## config.mk

```make
export PLATFORM = sky130hd
export DESIGN_NAME = fnd_humtemp_scan_ctrl
export DESIGN_NICKNAME = d
export VERILOG_FILES = /design/src/rtl/fnd_pkg.sv /design/src/rtl/fnd_tick_gen.sv /design/src/rtl/fnd_humtemp_scan_ctrl.sv
export SDC_FILE = /design/constraint.sdc
export NUM_CORES = 1
export LEC_CHECK = 0
export ABC_CLOCK_PERIOD_IN_PS = 6800
export BUFFER_PORTS_ARGS = -buffer_cell sky130_fd_sc_hd__buf_2
export CAP_MARGIN = 25
export CORE_ASPECT_RATIO = 0.6
export CORE_MARGIN = 2
export CORE_UTILIZATION = 30
export CTS_CLUSTER_DIAMETER = 200
export DETAILED_ROUTE_END_ITERATION = 6
export HOLD_SLACK_MARGIN = 0.02
export PLACE_DENSITY = 0.57
export SLEW_MARGIN = 20
export SYNTH_ARGS = -nofsm -noshare
export SYNTH_HDL_FRONTEND = slang
export SYNTH_HIERARCHICAL = 1
export SYNTH_SLANG_ARGS = --single-unit
```

## constraint.sdc

```tcl
create_clock -name clk -period 6.8 [get_ports clk]
set_input_delay 0.34 -clock clk [delete_from_list [all_inputs] [get_ports clk]]
set_output_delay 0.34 -clock clk [all_outputs]
set_load 0.1 [all_outputs]
```

## src/rtl/fnd_pkg.sv

```systemverilog
// Shared definitions for the FND humidity/temperature display blocks:
// digit-select codes, display limit, scan FSM states and the clamp helper.
package fnd_pkg;

  localparam logic [1:0] SEL_TE1  = 2'd0;
  localparam logic [1:0] SEL_TE10 = 2'd1;
  localparam logic [1:0] SEL_HU1  = 2'd2;
  localparam logic [1:0] SEL_HU10 = 2'd3;

  localparam logic [7:0] DISP_MAX = 8'd99;

  typedef enum logic {
    S_BLANK = 1'b0,
    S_SHOW  = 1'b1
  } scan_state_t;

  function automatic logic [7:0] disp_clamp(input logic [7:0] v);
    return (v > DISP_MAX) ? DISP_MAX : v;
  endfunction

endpackage

```

## src/rtl/fnd_tick_gen.sv

```systemverilog
// Free-running prescaler: counts 0..DIV-1 and flags the terminal count as a
// one-cycle tick. Shared by the FND scan blocks.
module fnd_tick_gen #(
  parameter int unsigned DIV = 8
) (
  input  logic clk,
  input  logic rst_n,
  output logic tick
);

  localparam int unsigned CW = (DIV > 1) ? $clog2(DIV) : 1;
  localparam logic [CW-1:0] LAST = CW'(DIV - 1);

  logic [CW-1:0] cnt;

  assign tick = (cnt == LAST);

  always_ff @(posedge clk or negedge rst_n) begin
    if (!rst_n) begin
      cnt <= '0;
    end else if (tick) begin
      cnt <= '0;
    end else begin
      cnt <= cnt + CW'(1);
    end
  end

endmodule

```

## src/rtl/fnd_humtemp_scan_ctrl.sv

```systemverilog
// Scan controller for the 4-digit humidity/temperature FND: frame-aligned
// reading commit, digit select and blanked commons. FND_LZ_BLANK_EN hides leading zeros.
module fnd_humtemp_scan_ctrl #(
  parameter int unsigned CLK_HZ    = 100_000_000,
  parameter int unsigned SCAN_HZ   = 1000,
  parameter int unsigned BLANK_CYC = 16
) (
  input  logic       clk,
  input  logic       rst_n,
  input  logic       in_valid,
  output logic       in_ready,
  input  logic [7:0] humid_in,
  input  logic [7:0] temp_in,
  output logic [7:0] hu_out,
  output logic [7:0] te_out,
  output logic [1:0] sel,
  output logic [3:0] fnd_com,
  output logic       frame_done
);

  import fnd_pkg::*;

  localparam int unsigned TICK_DIV = CLK_HZ / SCAN_HZ;
  localparam int unsigned BW = (BLANK_CYC > 1) ? $clog2(BLANK_CYC) : 1;
  localparam logic [BW-1:0] BLANK_LAST = BW'((BLANK_CYC == 0) ? 0 : BLANK_CYC - 1);

  logic tick;

  fnd_tick_gen #(
    .DIV(TICK_DIV)
  ) u_tick_gen (
    .clk  (clk),
    .rst_n(rst_n),
    .tick (tick)
  );

  scan_state_t   state, state_nx;
  logic [BW-1:0] blank_cnt, blank_cnt_nx;

  logic [7:0] pend_hu, pend_te;
  logic [7:0] hu_nx, te_nx;
  logic [1:0] sel_nx;
  logic [3:0] fnd_com_nx;
  logic       xfer, commit, in_ready_nx;

  // in_ready doubles as the inverted pending-full flag.
  assign xfer   = in_valid && in_ready;
  assign commit = tick && (sel == SEL_HU10) && !in_ready;

  always_comb begin
    sel_nx      = tick ? sel + 2'd1 : sel;
    hu_nx       = commit ? pend_hu : hu_out;
    te_nx       = commit ? pend_te : te_out;
    in_ready_nx = in_ready;
    if (xfer) begin
      in_ready_nx = 1'b0;
    end else if (commit) begin
      in_ready_nx = 1'b1;
    end
  end

  always_ff @(posedge clk or negedge rst_n) begin
    if (!rst_n) begin
      state     <= S_BLANK;
      blank_cnt <= '0;
    end else begin
      state     <= state_nx;
      blank_cnt <= blank_cnt_nx;
    end
  end

  always_comb begin
    state_nx     = state;
    blank_cnt_nx = blank_cnt;
    if (tick) begin
      state_nx     = (BLANK_CYC == 0) ? S_SHOW : S_BLANK;
      blank_cnt_nx = '0;
    end else begin
      case (state)
        S_BLANK: begin
          if (BLANK_CYC == 0 || blank_cnt == BLANK_LAST) begin
            state_nx     = S_SHOW;
            blank_cnt_nx = '0;
          end else begin
            blank_cnt_nx = blank_cnt + BW'(1);
          end
        end
        S_SHOW:  state_nx = S_SHOW;
        default: state_nx = S_BLANK;
      endcase
    end
  end

  // Commons are decoded from the next state/select/values so the registered
  // fnd_com lines up with the registered sel and display values.
  always_comb begin
    fnd_com_nx = '1;
    if (state_nx == S_SHOW) begin
      fnd_com_nx = ~(4'b0001 << sel_nx);
`ifdef FND_LZ_BLANK_EN
      if ((sel_nx == SEL_TE10 && te_nx < 8'd10) ||
          (sel_nx == SEL_HU10 && hu_nx < 8'd10)) begin
        fnd_com_nx = '1;
      end
`endif
    end
  end

  always_ff @(posedge clk or negedge rst_n) begin
    if (!rst_n) begin
      sel        <= SEL_TE1;
      fnd_com    <= '1;
      frame_done <= 1'b0;
      in_ready   <= 1'b1;
      pend_hu    <= '0;
      pend_te    <= '0;
      hu_out     <= '0;
      te_out     <= '0;
    end else begin
      sel        <= sel_nx;
      fnd_com    <= fnd_com_nx;
      frame_done <= tick && (sel == SEL_HU10);
      in_ready   <= in_ready_nx;
      hu_out     <= hu_nx;
      te_out     <= te_nx;
      if (xfer) begin
        pend_hu <= disp_clamp(humid_in);
        pend_te <= disp_clamp(temp_in);
      end
    end
  end

endmodule

```

==> impl_metrics.py <==
metrics = {
    "cells_and_area": {
        "n_antenna_cell": 0,
        "fin_area_um2": 3231,
        "syn_to_final_growth_pct": 24.02,
        "layout-drive-gt1-share_pct": 32.12,
        "fin_nets": 291,
    },
    "cts": {
        "clock-root-buffer": "clkbuf_16",
        "ctsHoldBuffers": 0,
        "cts_buffers": 9,
        "post_cts_buffers": 0,
        "cts_max_level": 3,
        "cts.repair.resized": 0,
        "insertion_delay_ns": 0.33,
        "clock-sinks": 62,
        "cts_tree": "done",
        "cts_buffer_depth": 2,
        "clk_pin_slew_worst_paths_ns": 0.06,
    },
    "flow_run": {
        "drv_cap": 0,
    },
    "routing": {
        "drt_wl_total_um": 5122,
        "vias_per_cell": 4.495,
        "drcViolationCount": 0,
        "drt_iter0_markers": 103,
        "via_count": 1735,
        "wl_per_cell_um": 13.27,
        "drtPass1Iterations": 4,
        "ant_nets": 0,
    },
    "power": {
        "combPwrFrac_pct": 2.9,
        "leakage_nw": 1.588,
        "p_sw_uw": 194.9,
        "p_seq_share_pct": 44.0,
        "powerDensity_nw_per_um2": 269.3,
        "intPower_uw": 675.1,
        "clkPwrFrac_pct": 53.1,
        "total_power_uw": 870.0,
        "peakVddDrop_mv": 0.09950,
        "netSwitchingFraction_pct": 22.41,
    },
    "critical_path": {
        "crit_family": "simple AND/OR/NAND/NOR gates",
        "path_depth": 7,
        "worst-r2r-cell-count": 7,
        "r2r_end": "te_out[5]",
        "crit_path_start_kind": "flop",
        "slowest_stage": "or4_1",
        "critical_path_buf_inv_count": 1,
        "crit_chain": "or4_1 -> or4_4 -> nor4_4 -> buf_4 -> and2_4 -> nand2_4 -> mux2_4",
        "end_kind": "flop",
        "critical_path.max_stage_delay_ns": 0.53,
        "path_class": "flop to flop",
        "worst_ep_arrival_time_ns": 2.85,
        "r2r_start": "u_tick_gen/cnt[11]",
        "path_max_fanout": 18,
        "required_ns": 7.01,
        "reg2reg_setup_slack_ns": 4.16,
    },
    "timing": {
        "rsz0062_at_grt": "no",
        "timing.fmax_mhz": 379.1,
        "fin_crit_sh_pct": 38.79,
        "maxSlewHeadroom_pct": 47.32,
        "finalSetupViolations": 0,
        "fin_crit_ns": 2.638,
        "finalSetupTns_ns": 0,
        "slew_violations": 0,
        "skew_ns": 0.008385,
        "hold_violations": 0,
        "setup_slack_ns": 4.162,
        "tightestPinTransition_ns": 0.7902,
    },
    "global_route": {
        "antenna_found_initial": 0,
        "grt_start_max_net_pins": 63,
        "grt_usage_pct": 11.75,
        "grt_pass1_vias": 1833,
        "grt_first_pass_wirelength_um": 8783,
        "overflow": 0,
    },
    "synth": {
        "syn_area_per_cell_um2": 11.89,
        "postSynthNetCount": 241,
        "synth_flop_cell": "dfrtp_1",
        "synth.most_common_cell": "dfrtp_1",
        "synth_common_cells": "57 x dfrtp_1, 27 x nand2_1, 22 x nor2_1, 14 x a21oi_1, 12 x o21ai_0",
        "synth-edff-count": 0,
        "synth-warning-count": 6,
        "synth_top_area_cell": "dfrtp_1",
        "ys_seq_area_share_pct": 59.80,
        "synth_area_leaders": "dfrtp_1 55%, mux2_4 5.2%, dfstp_2 5.0%, nand2_1 3.9%, mux2_2 3.5%",
        "async_reset_ff_share_pct": 100.0,
        "ys_ff_latch": 62,
        "yosys.cell_types.count": 36,
        "syn_area_um2": 2605,
        "synthCells": 219,
        "yosys.area.top_type_share_pct": 54.76,
    },
    "floorplanning": {
        "die_y_um": 76.18,
        "die_w_um": 124.3,
        "dieArea_um2": 9469,
        "row_count": 26,
        "initial_core_util_pct": 30.80,
        "core_um2": 8458,
        "ios": 43,
    },
    "place": {
        "hpwl_um": 3348,
        "finalWeightedCongestion": 0.7950,
        "dpl_worst_slack_ns": 4.149,
        "port_buffers": 42,
        "postPlaceCellArea_um2": 2928,
    },
    "worst_hold_path": {
        "min_path_type": "input port to async pin",
    },
    "run_status": {
        "status": "finished, final reports clean",
    },
}
[power groups by stage]
stage	logic, mW	registers (mW)	clock network (mW)
floorplan	0.00936	0.388	0
global placement	0.0254	0.389	0
detailed placement	0.0260	0.389	0
CTS	0.0264	0.383	0.475
global route	0.0305	0.383	0.490
finish	0.0254	0.383	0.462
[routing by layer]
metal  GRT usage (%)  routed length, um
met1           16.11               2691
met2           16.99               2171
met3           3.933                195
met4           5.056                 63
met5               0                  0
[stage by stage]
stage	std cells	hold WS [ns]	utilization, %
5_1_grt	386	0.2630	38.20
6_report	386	0.1815	38.20
2_1_floorplan	219	0.04441	-
3_3_place_gp	370	0.4622	34.62
3_5_place_dp	370	0.4664	34.62
4_1_cts	386	0.2203	38.20
[logic make-up after synthesis]
group	Yosys count	synth area share, %
AOI/OAI and AO/OA	29	5.860
xor gates and xnor gates	16	5.379
adders and majority gates	3	1.441
buffers and inverters	7	1.921
DFF	62	59.80
muxes	18	9.030
and+or+nand+nor	84	16.57
[worst max-delay path by stage]
stage / startpoint / endpoint / slack [ns]
after floorplan: u_tick_gen/cnt[11] / hu_out[0] / 4.12
final: u_tick_gen/cnt[11] / te_out[5] / 4.16
after CTS: u_tick_gen/cnt[11] / hu_out[0] / 4.16
after global placement: u_tick_gen/cnt[11] / hu_out[3] / 4.18
after detailed placement: u_tick_gen/cnt[11] / te_out[5] / 4.15
after global routing: u_tick_gen/cnt[11] / hu_out[0] / 4.04
[state kept, by name, summed over array words and instances (netlist names)]
signal	count
state	1
in_ready	1
blank_cnt	4
pend_te	8
te_out	8
sel	2
frame_done	1
u_tick_gen/cnt	17
pend_hu	8
hu_out	8
fnd_com	4
[placed cells by master, fill, tap and decap left out, types with 2 or more instances in the layout]
cell       count
nand2_1       27
nor3_1         4
or3_1          2
o21ai_0       12
dfstp_2        5
inv_1          2
mux2_2         8
or2_2          2
buf_2         42
and2_1         2
clkbuf_16      9
or4_1          2
dfrtp_1       57
nand4_1        4
xor2_1         6
mux2_4         9
buf_4          2
ha_1           3
xnor2_1       10
nor4_1         3
nor2_1        22
nand3_1        5
nor2b_1        2
a21oi_1       14
and4_1         2
inv_6          4
[layout make-up]
type,count,area (um2)
Timing Repair Buffer,44,225.2
Tap cell,112,140.1
Clock inverter,7,77.57
Fill cell,856,5228
Inverter,2,7.507
Multi-Input combinational cell,150,997.2
Sequential cell,62,1558
Clock buffer,9,225.2
No activity file was read; power rests on OpenSTA's default activity.
